==> config.mk <==
export PLATFORM = sky130hd
export DESIGN_NAME = crack_scheduler_flat
export DESIGN_NICKNAME = d
export VERILOG_FILES = /design/src/rtl/crack_scheduler_if.sv /design/src/rtl/crack_scheduler.sv /design/src/flat_wrapper.sv
export SDC_FILE = /design/constraint.sdc
export NUM_CORES = 1
export LEC_CHECK = 0
export BUFFER_PORTS_ARGS = -buffer_cell sky130_fd_sc_hd__buf_2
export CELL_PAD_IN_SITES_DETAIL_PLACEMENT = 1
export CELL_PAD_IN_SITES_GLOBAL_PLACEMENT = 1
export CORE_ASPECT_RATIO = 1.75
export CORE_MARGIN = 2
export CORE_UTILIZATION = 48
export DETAILED_ROUTE_END_ITERATION = 10
export HOLD_SLACK_MARGIN = 0.06
export PLACE_DENSITY_LB_ADDON = 0.2
export SYNTH_ARGS = -nofsm -noshare
export SYNTH_HDL_FRONTEND = slang
export SYNTH_SLANG_ARGS = --single-unit
==> constraint.sdc <==
create_clock -name clk -period 11.1 [get_ports clk]
set_input_delay 3.33 -clock clk [delete_from_list [all_inputs] [get_ports clk]]
set_output_delay 3.33 -clock clk [all_outputs]
set_load 0.02 [all_outputs]
==> src/rtl/crack_scheduler_if.sv <==
// Scheduler-side bus for crack_scheduler: host start/result handshake plus two worker lanes.
// keys_tried is present only when CRACK_SCHED_PERF_EN is defined.
`timescale 1ns/1ps
interface crack_scheduler_if;
   logic             en;
   logic             rdy;
   logic [23:0]      key_start;
   logic [23:0]      key_end;
   logic [23:0]      key;
   logic             key_valid;
   logic [1:0]       w_en;
   logic [1:0][23:0] w_key;
   logic [1:0]       w_rdy;
   logic [1:0]       w_done;
   logic [1:0]       w_match;
`ifdef CRACK_SCHED_PERF_EN
   logic [24:0]      keys_tried;
`endif

   modport master (
      output en, key_start, key_end, w_rdy, w_done, w_match,
      input  rdy, key, key_valid, w_en, w_key
`ifdef CRACK_SCHED_PERF_EN
      , input keys_tried
`endif
   );

   modport slave (
      input  en, key_start, key_end, w_rdy, w_done, w_match,
      output rdy, key, key_valid, w_en, w_key
`ifdef CRACK_SCHED_PERF_EN
      , output keys_tried
`endif
   );
endinterface

==> src/rtl/crack_scheduler.sv <==
// Hands ascending keys to two workers and reports the smallest matching key in the range.
// Optional keys_tried counter enabled by defining CRACK_SCHED_PERF_EN.
`timescale 1ns/1ps
module crack_scheduler (
   input  logic             clk,
   input  logic             rst_n,
   crack_scheduler_if.slave bus
);
   typedef enum logic [1:0] {StIdle, StDispatch, StDrain, StDone} state_e;

   state_e           state_q, state_d;
   logic [23:0]      key_end_q, key_end_d;
   logic [24:0]      next_key_q, next_key_d;
   logic [23:0]      best_q, best_d;
   logic             found_q, found_d;
   logic [1:0]       outst_q, outst_d;
   logic [1:0][23:0] w_key_q, w_key_d;
   logic [23:0]      key_q, key_d;
   logic             key_valid_q, key_valid_d;

   logic        accept;
   logic        in_range;
   logic        can_issue;
   logic [1:0]  free;
   logic [1:0]  w_en_c;
   logic [1:0]  done_v;
   logic [1:0]  match_v;
   logic [23:0] cand;

   // Dispatch and completion decode
   always_comb begin
      accept    = (state_q == StIdle) && bus.en;
      // 25-bit compare so key_end = 24'hFFFFFF terminates without wrapping
      in_range  = (next_key_q <= {1'b0, key_end_q});
      can_issue = (state_q == StDispatch) && !found_q && in_range;
      free      = bus.w_rdy & ~outst_q;
      w_en_c    = 2'b00;
      if (can_issue) begin
         if (free[0]) begin
            w_en_c = 2'b01;
         end else if (free[1]) begin
            w_en_c = 2'b10;
         end
      end
      done_v  = bus.w_done & outst_q;
      match_v = done_v & bus.w_match;
      if (match_v == 2'b11) begin
         cand = (w_key_q[1] < w_key_q[0]) ? w_key_q[1] : w_key_q[0];
      end else if (match_v[1]) begin
         cand = w_key_q[1];
      end else begin
         cand = w_key_q[0];
      end
   end

   always_comb begin
      state_d     = state_q;
      key_end_d   = key_end_q;
      next_key_d  = next_key_q + {24'd0, |w_en_c};
      best_d      = best_q;
      found_d     = found_q;
      outst_d     = (outst_q & ~done_v) | w_en_c;
      key_d       = key_q;
      key_valid_d = key_valid_q;
      for (int i = 0; i < 2; i++) begin
         w_key_d[i] = w_en_c[i] ? next_key_q[23:0] : w_key_q[i];
      end

      if (|match_v) begin
         best_d  = (found_q && (best_q < cand)) ? best_q : cand;
         found_d = 1'b1;
      end

      unique case (state_q)
         StIdle: begin
            if (accept) begin
               key_end_d  = bus.key_end;
               next_key_d = {1'b0, bus.key_start};
               best_d     = '0;
               found_d    = 1'b0;
               state_d    = (bus.key_start > bus.key_end) ? StDone : StDispatch;
            end
         end
         StDispatch: begin
            if (found_q || !in_range) begin
               state_d = StDrain;
            end
         end
         StDrain: begin
            if (outst_q == 2'b00) begin
               state_d = StDone;
            end
         end
         StDone: begin
            state_d = StIdle;
         end
         default: begin
            state_d = StIdle;
         end
      endcase

      // Result is final on entry to DONE: nothing is outstanding by then
      if ((state_d == StDone) && (state_q != StDone)) begin
         key_d       = best_d;
         key_valid_d = found_d;
      end
   end

   always_ff @(posedge clk or negedge rst_n) begin
      if (!rst_n) begin
         state_q     <= StIdle;
         key_end_q   <= '0;
         next_key_q  <= '0;
         best_q      <= '0;
         found_q     <= 1'b0;
         outst_q     <= '0;
         w_key_q     <= '0;
         key_q       <= '0;
         key_valid_q <= 1'b0;
      end else begin
         state_q     <= state_d;
         key_end_q   <= key_end_d;
         next_key_q  <= next_key_d;
         best_q      <= best_d;
         found_q     <= found_d;
         outst_q     <= outst_d;
         w_key_q     <= w_key_d;
         key_q       <= key_d;
         key_valid_q <= key_valid_d;
      end
   end

   assign bus.rdy       = (state_q == StIdle);
   assign bus.key       = key_q;
   assign bus.key_valid = key_valid_q;
   assign bus.w_en      = w_en_c;

   always_comb begin
      for (int i = 0; i < 2; i++) begin
         bus.w_key[i] = w_en_c[i] ? next_key_q[23:0] : w_key_q[i];
      end
   end

`ifdef CRACK_SCHED_PERF_EN
   logic [24:0] keys_tried_q, keys_tried_d;

   always_comb begin
      keys_tried_d = keys_tried_q + 25'(done_v[0]) + 25'(done_v[1]);
      if (accept) begin
         keys_tried_d = '0;
      end
   end

   always_ff @(posedge clk or negedge rst_n) begin
      if (!rst_n) begin
         keys_tried_q <= '0;
      end else begin
         keys_tried_q <= keys_tried_d;
      end
   end

   assign bus.keys_tried = keys_tried_q;
`endif
endmodule

==> src/flat_wrapper.sv <==
// flat-port wrapper written by rule: the top's interface ports become plain ports
module crack_scheduler_flat 
  (clk, rst_n, bus_en, bus_key_start, bus_key_end, bus_w_rdy, bus_w_done, bus_w_match, bus_rdy, bus_key, bus_key_valid, bus_w_en, bus_w_key);
  crack_scheduler_if bus_i ();
  input  logic clk;
  input  logic rst_n;
  input wire logic [$bits(bus_i.en)-1:0] bus_en;
  input wire logic [$bits(bus_i.key_start)-1:0] bus_key_start;
  input wire logic [$bits(bus_i.key_end)-1:0] bus_key_end;
  input wire logic [$bits(bus_i.w_rdy)-1:0] bus_w_rdy;
  input wire logic [$bits(bus_i.w_done)-1:0] bus_w_done;
  input wire logic [$bits(bus_i.w_match)-1:0] bus_w_match;
  output wire logic [$bits(bus_i.rdy)-1:0] bus_rdy;
  output wire logic [$bits(bus_i.key)-1:0] bus_key;
  output wire logic [$bits(bus_i.key_valid)-1:0] bus_key_valid;
  output wire logic [$bits(bus_i.w_en)-1:0] bus_w_en;
  output wire logic [$bits(bus_i.w_key)-1:0] bus_w_key;
  assign bus_i.en = bus_en;
  assign bus_i.key_start = bus_key_start;
  assign bus_i.key_end = bus_key_end;
  assign bus_i.w_rdy = bus_w_rdy;
  assign bus_i.w_done = bus_w_done;
  assign bus_i.w_match = bus_w_match;
  assign bus_rdy = bus_i.rdy;
  assign bus_key = bus_i.key;
  assign bus_key_valid = bus_i.key_valid;
  assign bus_w_en = bus_i.w_en;
  assign bus_w_key = bus_i.w_key;
  crack_scheduler u_core (.clk(clk), .rst_n(rst_n), .bus(bus_i));
endmodule
* Word-level counts from Yosys, hierarchy flattened *
Cells that the tools add are included.

word-level totals
  register bits = 151
  input bits = 57
  output and inout bits = 76

cells by class
  $add $sub $neg = 1
  $lt $le $gt $ge = 4
  equality and inequality tests = 6
  muxes and demuxes = 22
  bitwise operators = 7
  reduce and logical (&&, ||, !) cells = 13

operator list
  operator                                       number
  two-way mux 24 bit                             9
  two-way mux 25 bit                             2
  < comparator 24 bit                            2
  adder 25 x 1 -> 25 bit                         1
  less-or-equal comparator 25 x 24 -> 1 bit      1
  greater-than comparator 24 bit                 1
  two-way mux 2 bit                              7
  AND 2 bit                                      4
  == test 2 bit, second input constant           4
  case mux 2 bit (4 select lines)                1
  logical AND 1 bit                              5
  logical NOT 2 bit                              2
  NOT 2 bit                                      2
  OR reduction 2 bit                             2
  two-way mux 1 bit                              3
  == test 2 x 1 -> 1 bit, second input constant  1
  logical NOT 1 bit                              2
  inequality test 2 bit, second input constant   1
  bitwise OR 2 bit                               1
  AND reduction 2 bit                            1
  logical OR 1 bit                               1

* Logic depth before layout (Yosys ltp) *
Gate-level depths: netlist of the first run.

  depth after elaboration = 10
  mapped depth = 21

* Worst setup path after synthesis of the first run *
OpenSTA, ideal clock, no wires.

  kind = input to output
  start = input bus_w_rdy[0]
  end = output bus_w_key[30]
  arrival time = 4.257 ns
  required time = 7.770 ns
  setup slack = 3.513 ns
  stages = 4
  path buffers = 1
  cell sequence = inv_1 > o2111ai_4 > buf_6 > mux2_2

on the way
  longest elaborated chain between the ends = 4

RTL lines
  what                RTL line                RTL
  from (decl)         flat_wrapper.sv:10      input wire logic [$bits(bus_i.w_rdy)-1:0] bus_w_rdy;
  AND 2 bit           crack_scheduler.sv:36   free = bus.w_rdy & ~outst_q;
  two-way mux 2 bit   crack_scheduler.sv:39   if (free[0]) begin
  two-way mux 2 bit   crack_scheduler.sv:38   if (can_issue) begin
  two-way mux 24 bit  crack_scheduler.sv:140  bus.w_key[i] = w_en_c[i] ? next_key_q[23:0] : w_key_q[i];
  to (decl)           flat_wrapper.sv:17      output wire logic [$bits(bus_i.w_key)-1:0] bus_w_key;

Every way passes these cells.

* Worst setup path in the final report of the first run *
  start = input bus_w_rdy[0]
  end = output bus_w_key[34]

Same word-level chain as after synthesis.

==> results of run 1 <==
[cells in the final DEF (no fill, tap or decap), types with 3 or more instances in the layout]
cell type    n
dfrtp_1    151
buf_2      131
ha_1        96
inv_1       81
nand2_1     81
o21ai_0     61
nor2_1      46
mux2_2      46
a211oi_1    28
mux2i_1     27
a21oi_1     26
o2bb2ai_1   25
nand3_1     24
clkbuf_16   17
nand4_1     16
xor2_1      14
a21o_1      10
xnor2_1      9
and3_1       7
nor3_1       6
buf_4        6
nor2b_1      5
o211ai_1     4
clkinv_2     4
diode_2      3
and4_1       3
a221oi_1     3
nand2b_1     3
o21a_1       3
clkbuf_8     3
clkbuf_1     3
[cell usage after synthesis, types with 14 or more instances]
library cell	number
mux2i_1	27
ha_1	96
inv_1	81
nand4_1	16
dfrtp_1	151
mux2_2	46
xor2_1	14
a21oi_1	26
clkbuf_1	21
nand3_1	24
o21ai_0	61
a211oi_1	28
nand2_1	81
nor2_1	46
o2bb2ai_1	25
[how the worst max path moves through the flow]
stage               slack, ns       endpoint  cells after the start          from
floorplan                3.51  bus_w_key[30]                      4  bus_w_rdy[0]
CTS                      2.81  bus_w_key[34]                      5  bus_w_rdy[0]
detailed placement       2.82  bus_w_key[28]                      5  bus_w_rdy[0]
finish                   2.83  bus_w_key[34]                      5  bus_w_rdy[0]
global placement         2.85  bus_w_key[35]                      5  bus_w_rdy[0]
global route             2.70  bus_w_key[28]                      5  bus_w_rdy[0]
[per-stage QoR]
stage | utilization (%) | std cells | area (µm²) | hold slack (ns)
after CTS | 57.3 | 1213 | 10100 | 0.486
after detailed placement | 54.0 | 1182 | 9480 | 0.469
after floorplan | - | 842 | 8600 | 0.450
final | 57.4 | 1216 | 10100 | 0.477
after global placement | 54.0 | 1182 | 9480 | 0.466
after global routing | 57.4 | 1216 | 10100 | 0.495
[power groups by stage]
stage / Clock [mW] / Combinational [mW] / Sequential [mW]
after floorplan: 0 / 1.04 / 0.990
after global placement: 0 / 1.48 / 1.03
after detailed placement: 0 / 1.53 / 1.03
after CTS: 0.583 / 1.57 / 1.03
after global routing: 0.604 / 1.72 / 1.06
final: 0.574 / 1.56 / 1.03
[area by class of cell]
type,count,share of cell area [%]
clock inverters,8,0.970
multi-input cells,581,43.7
inverters,81,3.02
well taps,231,2.87
flip-flops and latches,151,37.6
repair buffers,138,7.08
clock buffers,23,4.75
diodes,3,0.0746
[routing by layer]
metal	track usage, %	up-vias	routed length (µm)
met5	0	-	0
met4	13.4	0	1060
met3	3.79	63	751
met2	50.5	168	13700
met1	29.4	3448	9440
li1	-	3255	-
[cells by family after synthesis]
logic type	count (synthesis)
AO/OA/AOI/OAI	184
multiplexers	74
flip-flops	151
AND/OR/NAND/NOR	204
XOR/XNOR	23
buffers and inverters	110
adder cells (fa/ha/maj)	96
[state kept, by name (all words and copies together), names as in the netlist]
| register | cells |
|---|---|
| u_core.outst_q | 2 |
| u_core.w_key_q | 48 |
| u_core.next_key_q | 25 |
| u_core.key_end_q | 24 |
| u_core.state_q | 2 |
| u_core.best_q | 24 |
| u_core.bus.key | 24 |
| u_core.bus.key_valid | 1 |
| u_core.found_q | 1 |
==> impl_metrics.yaml, run 1 <==
run_status:
  status: "complete, no violations"
cts:
  clock_latency_ns: 0.43
  post_cts_buffers: 0
  cts_max_path_buffers: 2
  clk_pin_slew_worst_paths_ns: 0.06
  cts_buffers: 17
  cts_hold_buf: 0
  htreeDepth: 4
  ctsResizeCount: 0
  cts_tree: "done"
  clock_sinks: 151
  cts-root-buf: "clkbuf_16"
worst_setup_path:
  worst_ep_arrival_time_ns: 4.94
  r2r-start: "u_core.next_key_q[6]$_DFF_PN0_"
  worst_path_largest_cell_delay_ns: 0.83
  crit_buf_inv: 3
  crit_top_cell: "buf_2"
  critPathLaunchType: "input port"
  rr_worst_depth: 18
  worstPathCellList: "buf_2, inv_1, o2111ai_4, mux2_2, buf_2"
  regToRegSetupSlack_ns: 5.38
  crit_required_ns: 7.77
  criticalPathCategory: "input port to output port"
  r2r-end: "u_core.next_key_q[22]$_DFF_PN0_"
  cp-end-kind: "output port"
  crit_path_max_fanout: 27
  cp_slowest_cell: "o2111ai_4"
  cpLargestDelayFamily: "compound AO/OA/AOI/OAI gates"
sta:
  setup-violations-final: 0
  clock-skew-final_ns: 0.0110
  fmax_mhz: 121
  tns_ns: 0
  maxSlewHeadroom_pct: 29.5
  maxSlewViolCount: 0
  min_period_over_period_pct: 74.5
  hold_viol: 0
  rsz0062_at_grt: "no"
  layout_setup_ws_ns: 2.83
  worst_pin_slew_ns: 1.06
  min_period_ns: 8.27
yosys:
  syn_nets: 995
  synth_compound_area_share_pct: 14.4
  syn_inst: 842
  yosysWarnings: 0
  synth.area.mux_share_pct: 9.34
  synth_fa_ha_area_share_pct: 14.0
  yosysSeqAreaShare_pct: 43.9
  synth_seq_cells: 151
  avgSynthCellArea_um2: 10.2
  synth_top_family_by_area: "compound AO/OA/AOI/OAI gates"
  synth_flop_cell: "dfrtp_1"
  ys_types: 57
  synth_xor_area_share_pct: 2.34
  synthSimpleGateAreaFrac_pct: 11.0
  synth_edf_count: 0
  synth.top_cell.area_share_pct: 43.9
  synth_top_cell_by_area: "dfrtp_1"
  synth_area_leaders: "dfrtp_1 (44%), ha_1 (14%), mux2_2 (6.0%)"
  async_reset_ff_share_pct: 100
  synth_area_um2: 8600
global_routing:
  first_global_vias: 7501
  grt_first_pass_wirelength_um: 39800
  grt_overflow: 0
  grt_max_degree: 83
  grt_antenna_before_repair: 3
  grt_usage_pct: 27.1
hold_path:
  holdCritStartpoint: "u_core.bus.key[13]$_DFFE_PN0P_"
  hold_depth: 1
  hold_class: "register to register"
  holdPathEnd: "u_core.bus.key[13]$_DFFE_PN0P_"
floorplanning:
  core-area_um2: 17500
  dieArea_um2: 19000
  rows: 64
  initial_core_util_pct: 49.1
  die_w_um: 105
  die_h_um: 181
  ioPinCount: 133
detailed_routing:
  drt_first_pass_iters: 4
  drtIter0Drc: 202
  finalWirelength_um: 25000
  ant_nets: 0
  vias: 6934
  via_per_inst: 5.70
  drc: 0
  wl_per_cell_um: 20.5
pwr:
  p_seq_share_pct: 32.6
  p_int_mw: 1.75
  finalPower_mw: 3.17
  combPwrFrac_pct: 49.3
  p_clk_share_pct: 18.1
  p_sw_mw: 1.42
  ir_drop_mv: 0.113
  p_per_area_nw_per_um2: 315
  p_leak_nw: 5.11
  swShare_pct: 44.7
placed_design:
  hpwl_um: 18600
  place_ws_ns: 2.82
  io_buffers: 132
  routabilityCongestion: 0.822
finish:
  drive_above_1_share_pct: 22.4
  multi_input_area_um2: 4390
  nNetsFinal: 1123
  syn_to_final_growth_pct: 17.0
  n_fill_cell: 1982
  ff_latch_area_um2: 3780
job:
  maxCapViolCount: 0
Power figures use the tool's default switching activity.
==> inputs of run 2 (changes only) <==
CORE_UTILIZATION = 40   (was 48)
clock period = 6.63 ns   (was 11.1 ns; I/O delays follow)
==> impl_metrics.yaml, run 2 (same netlist as run 1, synthesis figures left out) <==
pwr:
  ir_drop_mv: 0.233
  p_leak_nw: 5.12
  p_clk_share_pct: 18.4
  p_seq_share_pct: 32.6
  swShare_pct: 44.5
  combPwrFrac_pct: 49.0
  p_per_area_nw_per_um2: 520
  p_sw_mw: 2.34
  p_int_mw: 2.93
global_routing:
  grt_usage_pct: 22.8
  first_global_vias: 7174
  grt_antenna_before_repair: 3
  grt_first_pass_wirelength_um: 39300
  grt_max_degree: 106
  grt_overflow: 0
run_status:
  status: "complete, no violations"
finish:
  reg_top3: "u_core.w_key_q (48), u_core.next_key_q (25)"
  top_register: "u_core.w_key_q"
  drive_above_1_share_pct: 22.9
  fin_cells: 1244
  final_area_um2: 10100
  final_common_cell: "dfrtp_1"
  syn_to_final_growth_pct: 17.7
  n_fill_cell: 2470
  largest_register_ffs: 48
  multi_input_area_um2: 4390
  ff_latch_area_um2: 3780
  nNetsFinal: 1126
  mostFrequentLayoutCells: "dfrtp_1 (151), buf_2 (131), ha_1 (96), inv_1 (81), nand2_1 (81)"
placed_design:
  routabilityCongestion: 0.817
  placed_area_um2: 9530
  place_inst: 1209
  io_buffers: 132
  hpwl_um: 19200
  place_ws_ns: 1.02
floorplanning:
  die_h_um: 198
  ioPinCount: 133
  core-area_um2: 21300
  rows: 71
  die_w_um: 115
  dieArea_um2: 22700
  initial_core_util_pct: 40.3
cts:
  ctsResizeCount: 0
  post_cts_buffers: 0
  cts-root-buf: "clkbuf_16"
  cts_buffers: 17
  cts_hold_buf: 0
  clock_sinks: 151
  clock_latency_ns: 0.44
  htreeDepth: 4
  clk_pin_slew_worst_paths_ns: 0.06
  cts_tree: "done"
  cts_max_path_buffers: 2
worst_setup_path:
  crit_path_max_fanout: 27
  criticalPathCategory: "register to output port"
  cpLargestDelayFamily: "compound AO/OA/AOI/OAI gates"
  crit_buf_inv: 1
  worstPathCellList: "ha_1, o21a_1, o21ai_1, a21oi_1, a221oi_1, o211ai_1, a211oi_2, o2111ai_4, mux2_2, buf_2"
  crit_required_ns: 4.64
  cp_slowest_cell: "o2111ai_4"
  worst_path_largest_cell_delay_ns: 0.62
  cp-end-kind: "output port"
  worst_ep_arrival_time_ns: 4.07
  critPathLaunchType: "register"
detailed_routing:
  via_per_inst: 5.46
  vias: 6795
  finalWirelength_um: 24900
  drtIter0Drc: 286
  drc: 0
  drt_first_pass_iters: 5
  wl_per_cell_um: 20.0
  ant_nets: 0
hold_path:
  hold_class: "register to register"
sta:
  tns_ns: 0
  setup-violations-final: 0
  worst_pin_slew_ns: 1.06
  fmax_mhz: 165
  hold-worst-slack_ns: 0.480
  min_period_ns: 6.06
  rsz0062_at_grt: "no"
  maxSlewViolCount: 0
  hold_viol: 0
  clock-skew-final_ns: 0.0113
  layout_setup_ws_ns: 0.570
  min_period_over_period_pct: 91.4
  maxSlewHeadroom_pct: 29.6
job:
  maxCapViolCount: 0
## run 2: power by group through the flow
| stage | Clock, mW | Combinational, mW | Sequential (mW) |
|---|---|---|---|
| after global routing | 1.02 | 2.88 | 1.77 |
| after global placement | 0 | 2.52 | 1.72 |
| final | 0.967 | 2.58 | 1.72 |
| after detailed placement | 0 | 2.59 | 1.73 |
| after CTS | 0.990 | 2.62 | 1.72 |
| after floorplan | 0 | 1.74 | 1.66 |
## run 2: layer usage
layer	global-route usage, %	share of wire [%]
met1	25.1	39
met2	43.1	55
met3	3.46	2.4
met4	8.97	2.9
met5	0	0
## run 2: layout make-up
cell class / count / area share (%)
Antenna cell: 3 / 0.0742
Clock buffer: 20 / 4.51
Clock inverter: 12 / 1.26
Inverter: 81 / 3.00
Multi-Input combinational cell: 581 / 43.4
Sequential cell: 151 / 37.3
Tap cell: 255 / 3.15
Timing Repair Buffer: 141 / 7.26
## run 2: per-stage QoR
step	utilization (%)	total power [mW]
after floorplan	-	3.39
after global placement	44.7	4.24
after detailed placement	44.7	4.32
after CTS	47.4	5.33
after global routing	47.5	5.67
final	47.5	5.27
## run 2: worst paths after layout
kind,startpoint,end,slack [ns],cells past startpoint
setup / recovery,u_core.next_key_q[6]$_DFF_PN0_,bus_w_key[34],0.57,10
min in group asynchronous,rst_n,u_core.key_end_q[10]$_DFFE_PN0P_,1.66,1
hold reg to reg,u_core.bus.key[12]$_DFFE_PN0P_,u_core.bus.key[12]$_DFFE_PN0P_,0.48,1
hold / removal,u_core.bus.key[12]$_DFFE_PN0P_,u_core.bus.key[12]$_DFFE_PN0P_,0.48,1
setup reg to reg,u_core.next_key_q[6]$_DFF_PN0_,u_core.next_key_q[22]$_DFF_PN0_,1.26,18
max in group asynchronous,rst_n,u_core.w_key_q[15]$_DFF_PN0_,3.71,2
==> inputs of run 3 (changes only) <==
CTS_CLUSTER_DIAMETER = 60   (was not set)
MAX_ROUTING_LAYER = met4   (was not set)
REMOVE_ABC_BUFFERS = 1   (was not set)
==> impl_metrics.yaml, run 3 (same netlist as run 1, synthesis figures left out) <==
worst_setup_path:
  cp_slowest_cell: "o2111ai_4"
  critPathLaunchType: "register"
  worst_ep_arrival_time_ns: 4.08
  criticalPathCategory: "register to output port"
  crit_required_ns: 4.64
  cpLargestDelayFamily: "compound AO/OA/AOI/OAI gates"
  crit_path_max_fanout: 27
  crit_buf_inv: 1
  cp-end-kind: "output port"
  worstPathCellList: "ha_1, o21a_1, o21ai_1, a21oi_1, a221oi_1, o211ai_1, a211oi_2, o2111ai_4, mux2_2, buf_2"
  worst_path_largest_cell_delay_ns: 0.67
detailed_routing:
  via_per_inst: 5.48
  drt_first_pass_iters: 4
  vias: 6801
  drtIter0Drc: 271
  wl_per_cell_um: 19.9
  ant_nets: 0
  finalWirelength_um: 24700
  drc: 0
floorplanning:
  core-area_um2: 21300
  ioPinCount: 133
  dieArea_um2: 22700
  initial_core_util_pct: 40.3
  die_w_um: 115
  die_h_um: 198
  rows: 71
sta:
  clock-skew-final_ns: 0.00939
  hold-worst-slack_ns: 0.482
  layout_setup_ws_ns: 0.563
  fmax_mhz: 165
  hold_viol: 0
  rsz0062_at_grt: "no"
  setup-violations-final: 0
  min_period_over_period_pct: 91.5
  tns_ns: 0
  worst_pin_slew_ns: 1.21
  min_period_ns: 6.07
  maxSlewViolCount: 0
  maxSlewHeadroom_pct: 19.3
finish:
  reg_top3: "u_core.w_key_q (48), u_core.next_key_q (25)"
  largest_register_ffs: 48
  mostFrequentLayoutCells: "dfrtp_1 (151), buf_2 (131), ha_1 (96), inv_1 (81), nand2_1 (81)"
  fin_cells: 1242
  syn_to_final_growth_pct: 18.6
  drive_above_1_share_pct: 23.0
  final_common_cell: "dfrtp_1"
  top_register: "u_core.w_key_q"
  nNetsFinal: 1126
hold_path:
  hold_class: "register to register"
pwr:
  p_seq_share_pct: 32.1
  p_per_area_nw_per_um2: 527
  p_sw_mw: 2.34
  ir_drop_mv: 0.246
  swShare_pct: 43.6
  p_clk_share_pct: 20.4
  combPwrFrac_pct: 47.6
  finalPower_mw: 5.38
  p_int_mw: 3.03
  p_leak_nw: 5.16
cts:
  post_cts_buffers: 0
  cts_tree: "done"
  clk_pin_slew_worst_paths_ns: 0.06
  cts_max_path_buffers: 2
  clock_latency_ns: 0.45
  htreeDepth: 4
  cts_hold_buf: 0
  ctsResizeCount: 0
  cts-root-buf: "clkbuf_16"
  clock_sinks: 151
  cts_buffers: 17
global_routing:
  first_global_vias: 7453
  grt_overflow: 0
  grt_usage_pct: 23.8
  grt_first_pass_wirelength_um: 39700
  grt_max_degree: 119
  grt_antenna_before_repair: 1
placed_design:
  io_buffers: 132
  routabilityCongestion: 0.827
  place_inst: 1209
  hpwl_um: 18700
  place_ws_ns: 0.974
run_status:
  status: "complete, no violations"
job:
  maxCapViolCount: 0
-- run 3: changes by cell type in the layout (fill, tap and decap cells not counted), sizes merged --
cell and change:
bufinv +3, diode -2, clkbuf -1, clkinv -1
clkinvlp -1
-- run 3: final timing paths --
check / slack (ns) / cells past startpoint / to / startpoint
hold / removal: 0.48 / 1 / u_core.bus.key[9]$_DFFE_PN0P_ / u_core.bus.key[9]$_DFFE_PN0P_
hold reg to reg: 0.48 / 1 / u_core.bus.key[9]$_DFFE_PN0P_ / u_core.bus.key[9]$_DFFE_PN0P_
setup reg to reg: 1.41 / 19 / u_core.next_key_q[22]$_DFF_PN0_ / u_core.next_key_q[6]$_DFF_PN0_
max in group asynchronous: 3.95 / 2 / u_core.bus.key[4]$_DFFE_PN0P_ / rst_n
setup / recovery: 0.56 / 10 / bus_w_key[38] / u_core.next_key_q[6]$_DFF_PN0_
min in group asynchronous: 1.42 / 1 / u_core.key_end_q[18]$_DFFE_PN0P_ / rst_n
-- run 3: cell type report --
type | instances | area (µm²)
fill | 2448 | 11100
multi-input combinational | 581 | 4390
sequential | 151 | 3780
timing repair buffer | 141 | 747
clock buffer | 19 | 453
tap | 255 | 319
inverter | 81 | 304
clock inverter | 13 | 201
antenna | 1 | 2.50
-- run 3: power by group through the flow --
stage / combinational [mW] / clock, mW / sequential (mW)
floorplan: 1.71 / 0 / 1.66
global placement: 2.50 / 0 / 1.73
detailed placement: 2.56 / 0 / 1.74
CTS: 2.60 / 1.12 / 1.73
global route: 2.87 / 1.14 / 1.78
finish: 2.56 / 1.09 / 1.72
-- run 3: stage by stage --
| step | util, % | area [µm²] |
|---|---|---|
| 2_1_floorplan | - | 8470 |
| 3_3_place_gp | 44.8 | 9540 |
| 3_5_place_dp | 44.8 | 9540 |
| 4_1_cts | 47.8 | 10200 |
| 5_1_grt | 47.8 | 10200 |
| 6_report | 47.8 | 10200 |
-- run 3: worst reg2reg max path, delay by kind of cell (launching register included) --
family	cells	cell delay [ns]
adder cells (fa/ha/maj)	3	0.77
AO/OA/AOI/OAI	8	2.16
AND/OR/NAND/NOR	6	1.34
XOR/XNOR	1	0.14
buffers and inverters	1	0.15
flip-flops	1	0.49
-- run 3: routing by layer --
| metal | track usage (%) | share of wire [%] |
|---|---|---|
| met1 | 27.0 | 41 |
| met2 | 40.7 | 53 |
| met3 | 3.67 | 2.8 |
| met4 | 11.0 | 3.4 |
| met5 | - | 0 |
